`src/rtl/game_pkg.sv`:
```
// Shared types and constants for the Saper board-geometry generator:
// difficulty levels, the per-level table and default screen geometry.
package game_pkg;

  typedef enum logic [1:0] {
    LVL_EASY   = 2'd0,
    LVL_MEDIUM = 2'd1,
    LVL_HARD   = 2'd2,
    LVL_CUSTOM = 2'd3
  } level_t;

  typedef enum logic [2:0] {
    ST_IDLE,
    ST_LOOKUP,
    ST_DIVIDE,
    ST_COMPUTE,
    ST_COMMIT
  } state_t;

  localparam int EASY_N       = 8;
  localparam int EASY_MINES   = 10;
  localparam int MEDIUM_N     = 16;
  localparam int MEDIUM_MINES = 40;
  localparam int HARD_N       = 24;
  localparam int HARD_MINES   = 99;

  localparam int DEF_SCREEN_W     = 1024;
  localparam int DEF_SCREEN_H     = 768;
  localparam int DEF_TARGET_BOARD = 600;

endpackage

```
`src/rtl/game_settings_gen_if.sv`:
```
// Configuration request/response bundle between the game controller
// (master) and the settings generator (slave).
interface game_settings_gen_if
  import game_pkg::*;
#(
  parameter int BTN_NUM_W  = 5,
  parameter int SIZE_W     = 10,
  parameter int POS_W      = 11,
  parameter int BTN_SIZE_W = 7,
  parameter int MINES_W    = 10
) ();

  logic                  cfg_req;
  level_t                cfg_level;
  logic [BTN_NUM_W-1:0]  cust_button_num;
  logic [MINES_W-1:0]    cust_mines;

  logic                  cfg_busy;
  logic                  cfg_done;
  logic                  cfg_err;
  logic [BTN_NUM_W-1:0]  button_num;
  logic [BTN_SIZE_W-1:0] button_size;
  logic [SIZE_W-1:0]     board_size;
  logic [POS_W-1:0]      board_xpos;
  logic [POS_W-1:0]      board_ypos;
  logic [MINES_W-1:0]    mines;

  modport master (
    output cfg_req, cfg_level, cust_button_num, cust_mines,
    input  cfg_busy, cfg_done, cfg_err, button_num, button_size,
           board_size, board_xpos, board_ypos, mines
  );

  modport slave (
    input  cfg_req, cfg_level, cust_button_num, cust_mines,
    output cfg_busy, cfg_done, cfg_err, button_num, button_size,
           board_size, board_xpos, board_ypos, mines
  );

endinterface

```
`src/rtl/seq_divider.sv`:
```
// Unsigned restoring divider, one quotient bit per cycle. done is high during
// the final iteration; quotient/remainder are valid from the next cycle on.
module seq_divider #(
  parameter int SIZE_W = 10
) (
  input  logic              clk,
  input  logic              rst,
  input  logic              start,
  input  logic [SIZE_W-1:0] dividend,
  input  logic [SIZE_W-1:0] divisor,
  output logic              done,
  output logic [SIZE_W-1:0] quotient,
  output logic [SIZE_W-1:0] remainder
);

  localparam int CNT_W = $clog2(SIZE_W + 1);

  logic              busy;
  logic [CNT_W-1:0]  cnt;
  logic [SIZE_W-1:0] quo;
  logic [SIZE_W-1:0] rem;
  logic [SIZE_W-1:0] dvs;
  logic [SIZE_W:0]   shifted;
  logic [SIZE_W:0]   diff;

  // Bring down the next dividend bit and try subtracting the divisor.
  assign shifted = {rem, quo[SIZE_W-1]};
  assign diff    = shifted - {1'b0, dvs};

  // NOTE: state registers use non-blocking assignments so every flop samples
  // pre-edge values; blocking here would chain iterations within one edge.
  always_ff @(posedge clk) begin
    if (rst) begin
      busy <= 1'b0;
      cnt  <= '0;
      quo  <= '0;
      rem  <= '0;
      dvs  <= '0;
    end else if (start) begin
      busy <= 1'b1;
      cnt  <= CNT_W'(SIZE_W);
      quo  <= dividend;
      rem  <= '0;
      dvs  <= divisor;
    end else if (busy) begin
      if (!diff[SIZE_W]) begin
        rem <= diff[SIZE_W-1:0];
        quo <= {quo[SIZE_W-2:0], 1'b1};
      end else begin
        rem <= shifted[SIZE_W-1:0];
        quo <= {quo[SIZE_W-2:0], 1'b0};
      end
      cnt <= cnt - 1'b1;
      if (cnt == CNT_W'(1)) busy <= 1'b0;
    end
  end

  assign done      = busy && (cnt == CNT_W'(1));
  assign quotient  = quo;
  assign remainder = rem;

endmodule

```
`src/rtl/game_settings_gen.sv`:
```
// Board-geometry generator: level lookup, serial divide for button size,
// then board size and centred position, committed as one atomic set.
module game_settings_gen
  import game_pkg::*;
#(
  parameter int SCREEN_W     = DEF_SCREEN_W,
  parameter int SCREEN_H     = DEF_SCREEN_H,
  parameter int TARGET_BOARD = DEF_TARGET_BOARD,
  parameter int BTN_NUM_W    = 5,
  parameter int SIZE_W       = 10,
  parameter int POS_W        = 11,
  parameter int BTN_SIZE_W   = 7,
  parameter int MINES_W      = 10
) (
  input  logic               clk,
  input  logic               rst,
  game_settings_gen_if.slave cfg
);

  localparam int CMP_W  = (2 * BTN_NUM_W > MINES_W) ? 2 * BTN_NUM_W : MINES_W;
  localparam int BS_MAX = (1 << BTN_SIZE_W) - 1;

  state_t                state;
  level_t                level_r;
  logic [BTN_NUM_W-1:0]  cust_n_r;
  logic [MINES_W-1:0]    cust_m_r;
  logic [BTN_NUM_W-1:0]  n_r;
  logic [MINES_W-1:0]    m_r;
  logic [BTN_SIZE_W-1:0] bs_r;
  logic [SIZE_W-1:0]     bsize_r;
  logic [POS_W-1:0]      x_r;
  logic [POS_W-1:0]      y_r;

  logic                  done_q;
  logic                  err_q;
  logic [BTN_NUM_W-1:0]  button_num_q;
  logic [BTN_SIZE_W-1:0] button_size_q;
  logic [SIZE_W-1:0]     board_size_q;
  logic [POS_W-1:0]      board_xpos_q;
  logic [POS_W-1:0]      board_ypos_q;
  logic [MINES_W-1:0]    mines_q;

  logic [BTN_NUM_W-1:0]  lk_n;
  logic [MINES_W-1:0]    lk_m;
  logic [CMP_W-1:0]      n_ext;
  logic [CMP_W-1:0]      nn;
  logic [CMP_W-1:0]      m_ext;
  logic                  lk_invalid;

  logic                  div_start;
  logic                  div_done;
  logic [SIZE_W-1:0]     div_q;
  logic [SIZE_W-1:0]     div_rem_unused;

  logic [BTN_SIZE_W-1:0] bs_c;
  logic [SIZE_W-1:0]     bsize_c;

  // NOTE: every signal written here gets a default first, so no path through
  // the case can leave it unassigned and infer a latch.
  always_comb begin
    lk_n = cust_n_r;
    lk_m = cust_m_r;
    case (level_r)
      LVL_EASY:   begin lk_n = BTN_NUM_W'(EASY_N);   lk_m = MINES_W'(EASY_MINES);   end
      LVL_MEDIUM: begin lk_n = BTN_NUM_W'(MEDIUM_N); lk_m = MINES_W'(MEDIUM_MINES); end
      LVL_HARD:   begin lk_n = BTN_NUM_W'(HARD_N);   lk_m = MINES_W'(HARD_MINES);   end
      default:    ;
    endcase
    n_ext      = CMP_W'(lk_n);
    nn         = n_ext * n_ext;
    m_ext      = CMP_W'(lk_m);
    lk_invalid = (lk_n < BTN_NUM_W'(2)) || (lk_m == '0) || (m_ext >= nn);
  end

  assign div_start = (state == ST_LOOKUP) && !lk_invalid;

  seq_divider #(.SIZE_W(SIZE_W)) u_div (
    .clk       (clk),
    .rst       (rst),
    .start     (div_start),
    .dividend  (SIZE_W'(TARGET_BOARD)),
    .divisor   (SIZE_W'(lk_n)),
    .done      (div_done),
    .quotient  (div_q),
    .remainder (div_rem_unused)
  );

  // Clamping the button edge keeps bs*n within the target board.
  assign bs_c    = (div_q > SIZE_W'(BS_MAX)) ? BTN_SIZE_W'(BS_MAX) : BTN_SIZE_W'(div_q);
  assign bsize_c = SIZE_W'(bs_c) * SIZE_W'(n_r);

  always_ff @(posedge clk) begin
    if (rst) begin
      state         <= ST_IDLE;
      level_r       <= LVL_EASY;
      cust_n_r      <= '0;
      cust_m_r      <= '0;
      n_r           <= '0;
      m_r           <= '0;
      bs_r          <= '0;
      bsize_r       <= '0;
      x_r           <= '0;
      y_r           <= '0;
      done_q        <= 1'b0;
      err_q         <= 1'b0;
      button_num_q  <= '0;
      button_size_q <= '0;
      board_size_q  <= '0;
      board_xpos_q  <= '0;
      board_ypos_q  <= '0;
      mines_q       <= '0;
    end else begin
      done_q <= 1'b0;
      err_q  <= 1'b0;
      case (state)
        ST_IDLE: begin
          if (cfg.cfg_req) begin
            level_r  <= cfg.cfg_level;
            cust_n_r <= cfg.cust_button_num;
            cust_m_r <= cfg.cust_mines;
            state    <= ST_LOOKUP;
          end
        end
        ST_LOOKUP: begin
          if (lk_invalid) begin
            err_q <= 1'b1;
            state <= ST_IDLE;
          end else begin
            n_r   <= lk_n;
            m_r   <= lk_m;
            state <= ST_DIVIDE;
          end
        end
        ST_DIVIDE: begin
          if (div_done) state <= ST_COMPUTE;
        end
        ST_COMPUTE: begin
          bs_r    <= bs_c;
          bsize_r <= bsize_c;
          x_r     <= POS_W'((32'(SCREEN_W) - 32'(bsize_c)) >> 1);
          y_r     <= POS_W'((32'(SCREEN_H) - 32'(bsize_c)) >> 1);
          state   <= ST_COMMIT;
        end
        ST_COMMIT: begin
          button_num_q  <= n_r;
          button_size_q <= bs_r;
          board_size_q  <= bsize_r;
          board_xpos_q  <= x_r;
          board_ypos_q  <= y_r;
          mines_q       <= m_r;
          done_q        <= 1'b1;
          state         <= ST_IDLE;
        end
        default: state <= ST_IDLE;
      endcase
    end
  end

  assign cfg.cfg_busy    = (state != ST_IDLE);
  assign cfg.cfg_done    = done_q;
  assign cfg.cfg_err     = err_q;
  assign cfg.button_num  = button_num_q;
  assign cfg.button_size = button_size_q;
  assign cfg.board_size  = board_size_q;
  assign cfg.board_xpos  = board_xpos_q;
  assign cfg.board_ypos  = board_ypos_q;
  assign cfg.mines       = mines_q;

endmodule
```
`src/flat_wrapper.sv`:
```
// flat-port wrapper written by rule: the top's interface ports become plain ports
module game_settings_gen_flat import game_pkg::*;
#(
  parameter int SCREEN_W     = DEF_SCREEN_W,
  parameter int SCREEN_H     = DEF_SCREEN_H,
  parameter int TARGET_BOARD = DEF_TARGET_BOARD,
  parameter int BTN_NUM_W    = 5,
  parameter int SIZE_W       = 10,
  parameter int POS_W        = 11,
  parameter int BTN_SIZE_W   = 7,
  parameter int MINES_W      = 10
)
  (clk, rst, cfg_cfg_req, cfg_cfg_level, cfg_cust_button_num, cfg_cust_mines, cfg_cfg_busy, cfg_cfg_done, cfg_cfg_err, cfg_button_num, cfg_button_size, cfg_board_size, cfg_board_xpos, cfg_board_ypos, cfg_mines);
  game_settings_gen_if #(.BTN_NUM_W(BTN_NUM_W), .SIZE_W(SIZE_W), .POS_W(POS_W), .BTN_SIZE_W(BTN_SIZE_W), .MINES_W(MINES_W)) cfg_i ();
  input  logic clk;
  input  logic rst;
  input wire logic [$bits(cfg_i.cfg_req)-1:0] cfg_cfg_req;
  input wire logic [$bits(cfg_i.cfg_level)-1:0] cfg_cfg_level;
  input wire logic [$bits(cfg_i.cust_button_num)-1:0] cfg_cust_button_num;
  input wire logic [$bits(cfg_i.cust_mines)-1:0] cfg_cust_mines;
  output wire logic [$bits(cfg_i.cfg_busy)-1:0] cfg_cfg_busy;
  output wire logic [$bits(cfg_i.cfg_done)-1:0] cfg_cfg_done;
  output wire logic [$bits(cfg_i.cfg_err)-1:0] cfg_cfg_err;
  output wire logic [$bits(cfg_i.button_num)-1:0] cfg_button_num;
  output wire logic [$bits(cfg_i.button_size)-1:0] cfg_button_size;
  output wire logic [$bits(cfg_i.board_size)-1:0] cfg_board_size;
  output wire logic [$bits(cfg_i.board_xpos)-1:0] cfg_board_xpos;
  output wire logic [$bits(cfg_i.board_ypos)-1:0] cfg_board_ypos;
  output wire logic [$bits(cfg_i.mines)-1:0] cfg_mines;
  assign cfg_i.cfg_req = cfg_cfg_req;
  assign cfg_i.cfg_level = cfg_cfg_level;
  assign cfg_i.cust_button_num = cfg_cust_button_num;
  assign cfg_i.cust_mines = cfg_cust_mines;
  assign cfg_cfg_busy = cfg_i.cfg_busy;
  assign cfg_cfg_done = cfg_i.cfg_done;
  assign cfg_cfg_err = cfg_i.cfg_err;
  assign cfg_button_num = cfg_i.button_num;
  assign cfg_button_size = cfg_i.button_size;
  assign cfg_board_size = cfg_i.board_size;
  assign cfg_board_xpos = cfg_i.board_xpos;
  assign cfg_board_ypos = cfg_i.board_ypos;
  assign cfg_mines = cfg_i.mines;
  game_settings_gen #(.SCREEN_W(SCREEN_W), .SCREEN_H(SCREEN_H), .TARGET_BOARD(TARGET_BOARD), .BTN_NUM_W(BTN_NUM_W), .SIZE_W(SIZE_W), .POS_W(POS_W), .BTN_SIZE_W(BTN_SIZE_W), .MINES_W(MINES_W)) u_core (.clk(clk), .rst(rst), .cfg(cfg_i));
endmodule
```
`config.mk`:
```
export PLATFORM = sky130hd
export DESIGN_NAME = game_settings_gen_flat
export DESIGN_NICKNAME = d
export VERILOG_FILES = /design/src/rtl/game_pkg.sv /design/src/rtl/game_settings_gen_if.sv /design/src/rtl/seq_divider.sv /design/src/rtl/game_settings_gen.sv /design/src/flat_wrapper.sv
export SDC_FILE = /design/constraint.sdc
export NUM_CORES = 1
export LEC_CHECK = 0
export BUFFER_PORTS_ARGS = -buffer_cell sky130_fd_sc_hd__buf_2
export CORE_AREA = 2 2 119 121
export CTS_BUF_LIST = sky130_fd_sc_hd__clkbuf_8 sky130_fd_sc_hd__clkbuf_16
export CTS_CLUSTER_DIAMETER = 80
export DETAILED_ROUTE_END_ITERATION = 8
export DIE_AREA = 0 0 121 123
export PLACE_DENSITY_LB_ADDON = 0.3
export SLEW_MARGIN = 15
export SYNTH_ARGS = -nofsm -noshare
export SYNTH_HDL_FRONTEND = slang
export SYNTH_SLANG_ARGS = --single-unit
```
`constraint.sdc`:
```
create_clock -name clk -period 13.9 [get_ports clk]
set_input_delay 0.695 -clock clk [delete_from_list [all_inputs] [get_ports clk]]
set_output_delay 0.695 -clock clk [all_outputs]
set_load 0.02 [all_outputs]
```
==> results_tabular.tex <==
\begin{tabular}{lr}
\hline
Metric & Value \\
\hline
\multicolumn{2}{l}{\textbf{Routing}} \\
Drt pass-1 iters & 4 \\
Wirelength, routed & 15.70 mm \\
Routed wire per std cell & 13.84 um \\
Count of antenna-violating nets left after detailed routing & 0 \\
Routed vias/inst & 5.357 \\
Residual DRC & 0 \\
Via count & 6075 \\
Drt first-iter violations & 419 \\
\multicolumn{2}{l}{\textbf{Global route}} \\
Global-route track usage on met3 & 4.843\% \\
Most used routing layer in global routing & met2 \\
Global-route met1 utilization & 28.40\% \\
Met2 usage & 37.01\% \\
First-pass GRT wire length & 26.63 mm \\
Largest net degree at the start of global routing & 99 \\
GRT Util Overall & 22.28\% \\
Number of global-route vias before repair & 5669 \\
Overflow left after global routing & 0 \\
Number of antenna violations at the first check in global routing & 0 \\
\multicolumn{2}{l}{\textbf{Timing}} \\
Total negative setup slack & 0 ns \\
Clock Skews & 0.007550 ns \\
Least-Margin Pin Slew & 0.9805 ns \\
Worst-case headroom to the max-slew limit & 34.63\% \\
Maximum clock frequency & 0.1575 GHz \\
Post-layout min period & 6.351 ns \\
Final worst setup slack & 7.549 ns \\
Count of final hold-check violations & 0 \\
Portion of the clock cycle consumed by the worst path in the final layout & 45.69\% \\
Max Transition Viols Final & 0 \\
Final setup fails & 0 \\
RSZ-0062 raised after global routing & no \\
\multicolumn{2}{l}{\textbf{Power}} \\
Maximum ir drop on the vdd rail & 0.00007959 V \\
Power per Cell Area & 121.4 mW/mm2 \\
Total power of the final layout & 0.001005 W \\
Leakage Power & 3.484 nW \\
\multicolumn{2}{l}{\textbf{Setup path}} \\
Top cell family by delay on the critical path & adder cells \\
Crit path launch type & flip-flop \\
CP max stage delay & 0.58 ns \\
Req. time, crit path & 14.17 ns \\
CP Max Fanout & 18 \\
CP Cell Sequence & ha\_1 > nor3\_1 > a21oi\_1 > nand2\_1 > fa\_1 > fa\_1 > inv\_1 > ha\_1 > a31o\_2 > ha\_1 > a21o\_1 > a21oi\_1 > xor2\_1 > ha\_1 > a22o\_1 > o41a\_1 > a211oi\_2 > nand2\_1 > nand2b\_1 > nor2\_1 \\
Total buffers and inverters traversed by the critical path & 1 \\
Most frequent CP cell & sky130\_fd\_sc\_hd\_\_ha\_1 \\
Worst setup path class & reg -> reg \\
Data arrival time of the critical path & 6.62 ns \\
Endpoint kind of the worst setup timing path & flip-flop \\
R2r setup slk & 7.55 ns \\
Crit-path slowest cell & sky130\_fd\_sc\_hd\_\_nand2b\_1 \\
\multicolumn{2}{l}{\textbf{Clock tree}} \\
CTS tree & yes \\
Maximum level of the CTS H-tree & 4 \\
Root Buffer Master & sky130\_fd\_sc\_hd\_\_clkbuf\_16 \\
Clock slew at the register clock pins of the worst setup and hold paths & 0.06 ns \\
Total setup buffers inserted after CTS & 0 \\
Max clock buf depth & 2 \\
Clock tree sinks & 137 \\
Hold bufs inserted after CTS & 0 \\
TritonCTS Buffers & 17 \\
Latest clock arrival within the worst-skew pair & 0.42 ns \\
Post-cts repair resize count & 0 \\
\multicolumn{2}{l}{\textbf{Yosys}} \\
Cell with the most instances after synthesis & sky130\_fd\_sc\_hd\_\_nand2\_1 \\
Area of the mapped netlist & 0.007328 mm2 \\
Netlist cell types & 64 \\
Number of enable-type register cells in the synthesized netlist & 0 \\
Portion of the post-synthesis area used by sequential elements & 37.43\% \\
Main synth FF type & sky130\_fd\_sc\_hd\_\_dfxtp\_1 \\
Largest area contributor in the netlist & sky130\_fd\_sc\_hd\_\_dfxtp\_1 \\
Number of warnings issued by yosys & 0 \\
Post-synth ARST share & 0\% \\
Net count after synthesis & 984 \\
Most used standard cells in the synthesized netlist & 180 x sky130\_fd\_sc\_hd\_\_nand2\_1, 137 x sky130\_fd\_sc\_hd\_\_dfxtp\_1, 97 x sky130\_fd\_sc\_hd\_\_a21oi\_1 \\
Synth top area cells & sky130\_fd\_sc\_hd\_\_dfxtp\_1 37\%, sky130\_fd\_sc\_hd\_\_nand2\_1 9.2\%, sky130\_fd\_sc\_hd\_\_ha\_1 8.0\%, sky130\_fd\_sc\_hd\_\_a21oi\_1 6.6\%, sky130\_fd\_sc\_hd\_\_nor2\_1 4.9\% \\
Post-synthesis average cell area & 8.143 um2 \\
Number of instances in the synthesized netlist & 900 \\
Area share of the largest cell type after synthesis & 37.43\% \\
Total of flip-flops plus latches after synthesis & 137 \\
\multicolumn{2}{l}{\textbf{Job}} \\
Max-cap violation count & 0 \\
\multicolumn{2}{l}{\textbf{Floorplanning}} \\
Die height & 123 um \\
Area of the die & 0.01488 mm2 \\
Chip width & 121 um \\
Boundary pin count & 77 \\
Number of standard-cell rows in the floorplan & 43 \\
Area of the core region & 0.01361 mm2 \\
Effective utilization at floorplan & 53.84\% \\
\multicolumn{2}{l}{\textbf{Placed design}} \\
Final GP Congestion & 0.9002 \\
Area of placed instances & 0.007720 mm2 \\
Placed insts & 1104 \\
Setup slack at placement & 7.639 ns \\
Input/output buffers & 75 \\
Post-detailed-placement half-perimeter wirelength & 11.04 mm \\
\multicolumn{2}{l}{\textbf{Layout}} \\
Number of nets in the layout & 1027 \\
Fill count & 1209 \\
Layout Cell Area excl Fill & 0.008282 mm2 \\
Fraction of layout instances using a drive strength above 1 & 13.00\% \\
Growth of design area from synthesis to finish & 13.01\% \\
Final std cells w/o fill & 1134 \\
Antenna cell count & 0 \\
\multicolumn{2}{l}{\textbf{Hold path}} \\
Tightest Hold Check Type & reg -> reg \\
\multicolumn{2}{l}{\textbf{Status}} \\
Run status & finished, final reports clean \\
\hline
\end{tabular}
-- final cells by class --
| type | count | area, um2 | area share (%) |
|---|---|---|---|
| timing repair buffer | 82 | 430.4 | 5.197 |
| sequential | 137 | 2743 | 33.12 |
| multi-input combinational | 662 | 4160 | 50.23 |
| inverter | 43 | 161.4 | 1.949 |
| clock inverter | 11 | 108.9 | 1.314 |
| tap | 180 | 225.2 | 2.719 |
| clock buffer | 19 | 452.9 | 5.469 |
-- sequential cells by signal, summed over array words and instances (netlist names), 4 cells and up --
name,flops
u_core.y_r,10
u_core.bsize_r,10
u_core.u_div.remainder,10
u_core.m_r,10
u_core.cust_n_r,5
u_core.cfg.board_ypos,10
u_core.u_div.quotient,10
u_core.cfg.mines,10
u_core.bs_r,7
u_core.cfg.button_size,7
u_core.cust_m_r,10
u_core.cfg.button_num,5
u_core.u_div.cnt,4
u_core.cfg.board_size,10
u_core.n_r,5
-- metal layers --
metal | vias to the layer above | share of wire (%)
met5 | - | 0
met4 | 0 | 1.9
met3 | 23 | 3.6
met2 | 108 | 48
met1 | 2841 | 47
li1 | 3103 | -
-- placed cells by master, fill, tap and decap left out, drive strengths merged, types with 11 or more instances in the layout --
cell and instances:
a211oi 23, fa 17, or3 11, nand2 180, mux2i 28, and2 16, o21ai 31, clkbuf 19
a21oi 98, buf 82, nor2 95, xnor2 14, inv 46, ha 47, dfxtp 137
-- worst reg2reg max path, delay by kind of cell (launching register included) --
kind	cells	cell delay, ns
adder cells (fa/ha/maj)	6	2.21
AO/OA/AOI/OAI	7	2.13
AND/OR/NAND/NOR	5	1.19
flip-flops	1	0.41
XOR/XNOR	1	0.23
buffers and inverters	1	0.04
-- cells by family after synthesis --
family | after synthesis | synth area share, %
other | 1 | 0.05117
AND/OR/NAND/NOR | 359 | 21.60
XOR/XNOR | 24 | 3.329
AO/OA/AOI/OAI | 185 | 15.11
buffers and inverters | 101 | 5.839
multiplexers | 29 | 3.978
flip-flops | 137 | 37.43
adder cells (fa/ha/maj) | 64 | 12.67
-- stage by stage --
step | hold WS, ns | util [%]
finish | 0.4506 | 60.84
global route | 0.4663 | 60.84
CTS | 0.4514 | 60.84
detailed placement | 0.4429 | 56.71
global placement | 0.4400 | 56.71
floorplan | 0.4316 | -
-- where the power goes --
part           internal (W)  switching [W]  total, W
Sequential         0.000408      0.0000162  0.000424
Clock              0.000268       0.000163  0.000431
Combinational     0.0000579      0.0000918  0.000150
-- path summary, 6_finish.rpt --
| path | startpoint | to | cells after the start |
|---|---|---|---|
| max | u_core.level_r[1] | u_core.u_div.quotient[1] | 20 |
| max reg2reg | u_core.level_r[1] | u_core.u_div.quotient[1] | 20 |
| min reg2reg | u_core.cfg.mines[6] | u_core.cfg.mines[6] | 2 |
| min | u_core.cfg.mines[6] | u_core.cfg.mines[6] | 2 |
(Power assumes the default switching activity.)
